$ cat config.mk
export PLATFORM = sky130hd
export DESIGN_NAME = fused_dequantizer_flat
export DESIGN_NICKNAME = d
export VERILOG_FILES = /design/src/rtl/fused_dequantizer_if.sv /design/src/rtl/fused_dequantizer.sv /design/src/flat_wrapper.sv
export SDC_FILE = /design/constraint.sdc
export NUM_CORES = 1
export LEC_CHECK = 0
export CAP_MARGIN = 20
export CORE_ASPECT_RATIO = 1.1
export CORE_MARGIN = 5
export CORE_UTILIZATION = 54
export CTS_CLUSTER_SIZE = 40
export DETAILED_ROUTE_END_ITERATION = 8
export PLACE_DENSITY = 0.81
export SYNTH_ARGS = -nofsm -noshare
export SYNTH_HDL_FRONTEND = slang
export SYNTH_SLANG_ARGS = --single-unit
$ cat constraint.sdc
create_clock -name clk -period 0.8 [get_ports clk]
set_input_delay 0.16 -clock clk [delete_from_list [all_inputs] [get_ports clk]]
set_output_delay 0.16 -clock clk [all_outputs]
set_load 0.005 [all_outputs]
$ cat src/rtl/fused_dequantizer_if.sv
// Beat-level bus for the INT4 -> INT8 dequantizer: operand side plus registered result side.
// valid_in qualifies int4_in/scale/offset on a rising edge; there is no ready, the block never stalls.
interface fused_dequantizer_if #(
    parameter int IN_W  = 4,
    parameter int OUT_W = 8
);
    logic             valid_in;
    logic [IN_W-1:0]  int4_in;
    logic [IN_W-1:0]  scale;
    logic [IN_W-1:0]  offset;
    logic [OUT_W-1:0] int8_out;
    logic             valid_out;

    modport master (
        output valid_in, int4_in, scale, offset,
        input  int8_out, valid_out
    );

    modport slave (
        input  valid_in, int4_in, scale, offset,
        output int8_out, valid_out
    );
endinterface

$ cat src/rtl/fused_dequantizer.sv
// Single-stage dequantizer: out = clamp((int4_in - offset) * scale, 0, 2^OUT_W-1),
// registered once; int8_out holds its last value on idle beats.
module fused_dequantizer #(
    parameter int IN_W  = 4,
    parameter int OUT_W = 8
) (
    input logic                clk,
    input logic                rst,
    fused_dequantizer_if.slave bus
);
    localparam int PW = 2 * IN_W + 2;
    localparam int CW = (PW > OUT_W + 1) ? PW : OUT_W + 1;
    localparam logic [OUT_W:0] OUT_MAX = {1'b0, {OUT_W{1'b1}}};

    logic [IN_W:0]    diff;
    logic [PW-1:0]    prod;
    logic [CW-1:0]    prod_c;
    logic [OUT_W-1:0] clamped;

    // diff is two's complement; sign-extending it and zero-extending scale lets a
    // plain unsigned multiply produce the correct signed product in PW bits.
    always_comb begin
        diff    = {1'b0, bus.int4_in} - {1'b0, bus.offset};
        prod    = {{(IN_W + 1){diff[IN_W]}}, diff} * {{(IN_W + 2){1'b0}}, bus.scale};
        prod_c  = CW'(prod);
        clamped = '0;
        if (prod[PW-1]) begin
            clamped = '0;
        end else if (prod_c > CW'(OUT_MAX)) begin
            clamped = {OUT_W{1'b1}};
        end else begin
            clamped = OUT_W'(prod_c);
        end
    end

    always_ff @(posedge clk or posedge rst) begin
        if (rst) begin
            bus.int8_out  <= '0;
            bus.valid_out <= 1'b0;
        end else begin
            bus.valid_out <= bus.valid_in;
            if (bus.valid_in) begin
                bus.int8_out <= clamped;
            end
        end
    end
endmodule

$ cat src/flat_wrapper.sv
// flat-port wrapper written by rule: the top's interface ports become plain ports
module fused_dequantizer_flat 
#(
    parameter int IN_W  = 4,
    parameter int OUT_W = 8
)
  (clk, rst, bus_valid_in, bus_int4_in, bus_scale, bus_offset, bus_int8_out, bus_valid_out);
  fused_dequantizer_if #(.IN_W(IN_W), .OUT_W(OUT_W)) bus_i ();
  input logic clk;
  input logic rst;
  input wire logic [$bits(bus_i.valid_in)-1:0] bus_valid_in;
  input wire logic [$bits(bus_i.int4_in)-1:0] bus_int4_in;
  input wire logic [$bits(bus_i.scale)-1:0] bus_scale;
  input wire logic [$bits(bus_i.offset)-1:0] bus_offset;
  output wire logic [$bits(bus_i.int8_out)-1:0] bus_int8_out;
  output wire logic [$bits(bus_i.valid_out)-1:0] bus_valid_out;
  assign bus_i.valid_in = bus_valid_in;
  assign bus_i.int4_in = bus_int4_in;
  assign bus_i.scale = bus_scale;
  assign bus_i.offset = bus_offset;
  assign bus_int8_out = bus_i.int8_out;
  assign bus_valid_out = bus_i.valid_out;
  fused_dequantizer #(.IN_W(IN_W), .OUT_W(OUT_W)) u_core (.clk(clk), .rst(rst), .bus(bus_i));
endmodule
Word-level counts from Yosys, hierarchy flattened
Index checks and enable logic that the tools add are counted.

word-level totals
  bits in registers = 9
  bits of input ports = 15
  output and inout port bits = 9
  word-level logic and storage cells = 7

cells by class
  $add $sub $neg = 1
  multiply operators = 1
  $lt $le $gt $ge = 1
  muxes and demuxes = 2

operator list
  kind                                                                    count
  8-bit 2-to-1 mux                                                        2
  10-bit by 8-bit > comparator with 1-bit output (second input constant)  1
  5-bit by 5-bit multiplier with 10-bit output                            1
  4-bit by 4-bit subtractor with 5-bit output                             1

Depth between registers and ports, before layout
  word-level depth = 5
  mapped depth = 21
  mapped depth without buffers = 20

Least setup slack after synthesis
Ideal clock, no wire load.

  path type = in2reg
  start point = input port bus_int4_in[0]
  end point = register u_core.bus.int8_out[7]
  setup time = 0.094 ns
  data arrival time = 3.957 ns
  data required time = 0.706 ns
  path slack = -3.251 ns
  cell stages on the path = 18
  path buffers = 0
  cell sequence = inv_1 -> ha_1 -> inv_1 -> fa_1 -> a21o_1 -> a21oi_1 -> and2_1 -> ha_1 -> fa_1 -> inv_1 -> fa_1 -> inv_1 -> ha_1 -> or3b_2 -> o211ai_1 -> a311o_2 -> nor2_1 -> a221oi_2

between the ends
  word-level cells in the longest chain between the ends = 5

RTL lines
  what                                              line                        RTL
  start, declared                                   flat_wrapper.sv:12          input wire logic [$bits(bus_i.int4_in)-1:0] bus_int4_in;
  4-bit by 4-bit subtractor with 5-bit output (*)   fused_dequantizer.sv:23     diff = {1'b0, bus.int4_in} - {1'b0, bus.offset};
  5-bit by 5-bit multiplier with 10-bit output (*)  fused_dequantizer.sv:24     prod = {{(IN_W + 1){diff[IN_W]}}, diff} * {{(IN_W + 2){1'b0}}, bus.scale};
  10-bit by 8-bit > comparator with 1-bit output    fused_dequantizer.sv:29     end else if (prod_c > CW'(OUT_MAX)) begin
  8-bit 2-to-1 mux                                  fused_dequantizer.sv:29
  8-bit 2-to-1 mux (*)                              fused_dequantizer.sv:27     if (prod[PW-1]) begin
  end signal, assigned                              fused_dequantizer.sv:43     bus.int8_out <= clamped;
  end, declared                                     fused_dequantizer_if.sv:21  output int8_out, valid_out

Mark *: on every way between the ends. The rest lies on a longest branch, timed or not.
A chain may end at the register's enable or synchronous reset.

Final worst setup path
  start point = input port bus_int4_in[0]
  end point = register u_core.bus.int8_out[5]

Same word-level chain as after synthesis.

==> impl_metrics.yaml <==
run_status:
  status: "complete, but fails checks"
  violations: "negative setup slack"
sta:
  clock_skew_ns: 0
  finalSetupViolCount: 17
  worst_slack_ns: -3.027
  hold_viol: 0
  worst_pin_slew_ns: 0.3515
  maxSlewViolCount: 0
  rsz0062_at_grt: "true"
  fin_crit_ns: 3.827
  fmax_mhz: 261.3
  maxSlewHeadroom_pct: 76.54
  period_share_pct: 478.3
detailed_routing:
  ant_nets: 0
  avgViaCountPerCell: 5.252
  dr.pass1.iters: 4
  drt-wirelength-per-cell_um: 15.23
  drt_iter0_drc: 34
  routed_wl_um: 4052
  num_vias: 1397
  drc: 0
logic_synthesis:
  syn_inst: 165
  async_reset_ff_share_pct: 100.0
  yosysMostFrequentCell: "inv_1"
  synth_seq_cells: 9
  synth_edf_count: 0
  synthFlopType: "dfrtp_1"
  yosys-top-cells-area: "ha_1, fa_1, dfrtp_1"
  syn_area_mm2: 0.001478
  yosysTopAreaCellShare_pct: 18.63
  syn_avg_cell_area_um2: 8.956
  synthDistinctLibCells: 34
  yosysTopAreaCell: "ha_1"
  yosysWarnings: 0
  ys_seq_area_share_pct: 15.24
  synth_nets: 214
  ys_top_cells_by_count: "inv_1, ha_1, and2_1, fa_1"
floorplan:
  ios: 24
  num_rows: 20
  core-area_mm2: 0.002703
  die_area_mm2: 0.003884
  dieWidth_um: 59.88
  fp.dieH_um: 64.87
  start_util_pct: 54.68
power_and_ir_drop:
  power_switching_w: 0.002807
  p_int_w: 0.003597
  share_comb_of_total_power_pct: 82.7
  p_sw_share_pct: 43.83
  ir_drop_uv: 2165
  pwr-share-clk_pct: 5.7
  pwr-share-seq_pct: 11.6
  p_leak_nw: 1.092
  p_per_area_mw_per_mm2: 2820
clock_tree:
  cts_buffers: 3
  cts_tree: "built"
  cts_hold_buffers: 0
  cts-root-buf: "clkbuf_4"
  cts_max_level: 1
  clock_latency_ns: 0.26
  clock_sinks: 9
  cts_max_path_buffers: 2
  cts.clk_slew.worst_paths_ns: 0.07
grt:
  globalRouteTotalUtil_pct: 23.32
  overflow: 0
  grt_pass1_vias: 1571
  grt_pass1_wl_um: 7010
  grt_max_degree: 10
  antenna_found_initial: 0
layout:
  area_growth_pct: 53.68
  fin_nets: 283
  finalNonFillerCells: 266
  drive_gt1_share_pct: 43.78
  utilization_pct: 84.03
  diodes: 0
worst_setup_path:
  regToRegSetupSlack_ns: -0.06
  crit_required_ns: 0.95
  path_max_fanout: 7
  r2r_cells: 3
  arrival_ns: 3.98
  criticalPathCategory: "input port to register"
  r2r-end: "u_core.bus.int8_out[2]"
  end_kind: "register"
  r2r-start: "u_core.bus.int8_out[2]"
  cp-start-kind: "input port"
worst_hold_path:
  hold_path_class: "input port to async pin"
flow_run:
  cap_violations: 0
place:
  gp_congestion: 0.8448
  dp_hpwl_um: 3083
  dp_cells: 257
  io_buffer_count: 23
cell usage in the layout (no fill, tap or decap), drive strengths merged, types with 6 or more instances in the layout:
master	netlist	final
buf	1	54
dfrtp	9	9
ha	22	22
fa	12	12
and2	12	12
a21oi	8	8
o21ai	9	9
clkdlybuf4s50	0	8
inv	38	38
xnor2	7	7
o2bb2ai	6	6
flip-flops by register name, indices dropped and copies added (netlist names):
name	flops
u_core.bus.int8_out	8
u_core.bus.valid_out	1
final cells by class:
class | instances | area, um^2
Multi-Input combinational cell | 115 | 1309
Timing Repair Buffer | 66 | 508.0
Fill cell | 141 | 431.7
Sequential cell | 9 | 225.2
Inverter | 39 | 161.4
Tap cell | 33 | 41.29
Clock buffer | 4 | 26.28
through the flow:
step | area (um^2) | setup TNS (ns) | hold slack [ns] | total power, W | setup WS (ns)
5_1_grt | 2271 | -26.64 | 0.2043 | 0.006991 | -3.191
3_5_place_dp | 2141 | -31.88 | 0.4447 | 0.005662 | -3.769
4_1_cts | 2210 | -25.69 | 0.1630 | 0.006150 | -3.116
6_report | 2271 | -25.20 | 0.1458 | 0.006403 | -3.027
3_3_place_gp | 2141 | -31.15 | 0.4280 | 0.005416 | -3.684
2_1_floorplan | 1605 | -22.94 | -0.01208 | 0.003761 | -2.883
cell families after synthesis:
group	share of synthesized area, %
fa+ha+maj	34.89
simple gates	12.11
xor+xnor	5.843
flops	15.24
buf+inv	11.35
compound gates	20.57
how the worst max path moves through the flow:
| stage | startpoint | endpoint | slack, ns | depth (start not counted) |
|---|---|---|---|---|
| after detailed placement | bus_int4_in[0] | u_core.bus.int8_out[3] | -3.77 | 19 |
| after floorplan | bus_int4_in[0] | u_core.bus.int8_out[7] | -2.88 | 19 |
| after global routing | bus_offset[1] | u_core.bus.int8_out[5] | -3.19 | 18 |
| after CTS | bus_int4_in[0] | u_core.bus.int8_out[3] | -3.12 | 19 |
| after global placement | bus_int4_in[0] | u_core.bus.int8_out[7] | -3.68 | 19 |
| final | bus_int4_in[0] | u_core.bus.int8_out[5] | -3.03 | 18 |
layer usage:
layer	GRT usage, %	wire, um
met1	26.86	1484
met2	44.86	2250
met3	1.394	171
met4	5.817	145
met5	0	0
power by group through the flow:
stage | Clock [W] | Sequential (W) | Combinational [W]
after global placement | 0 | 0.000750 | 0.00467
final | 0.000366 | 0.000742 | 0.00530
after global routing | 0.000372 | 0.000769 | 0.00585
after CTS | 0.000358 | 0.000747 | 0.00504
after floorplan | 0 | 0.000771 | 0.00299
after detailed placement | 0 | 0.000762 | 0.00490
what timing repair did:
item                                    CTS  global route
endpoints found under the hold margin     0             0
gates resized for setup                  64            11
pin swaps                                28            12
buffers inserted                          3             2
endpoints found under the setup margin   17            17
critical path, cell delays in order:
cell and delay, ns:
buf_8 0.11, inv_12 0.04, ha_4 0.12, inv_4 0.04, fa_2 0.41, xor2_2 0.20
and2_1 0.15, ha_1 0.28, inv_2 0.04, fa_1 0.48, fa_1 0.52, inv_2 0.05
ha_4 0.24, nor2b_4 0.14, o311a_4 0.31, a311o_2 0.44, o21ai_1 0.17, o2bb2ai_1 0.08
Power figures use the tool's default switching activity.
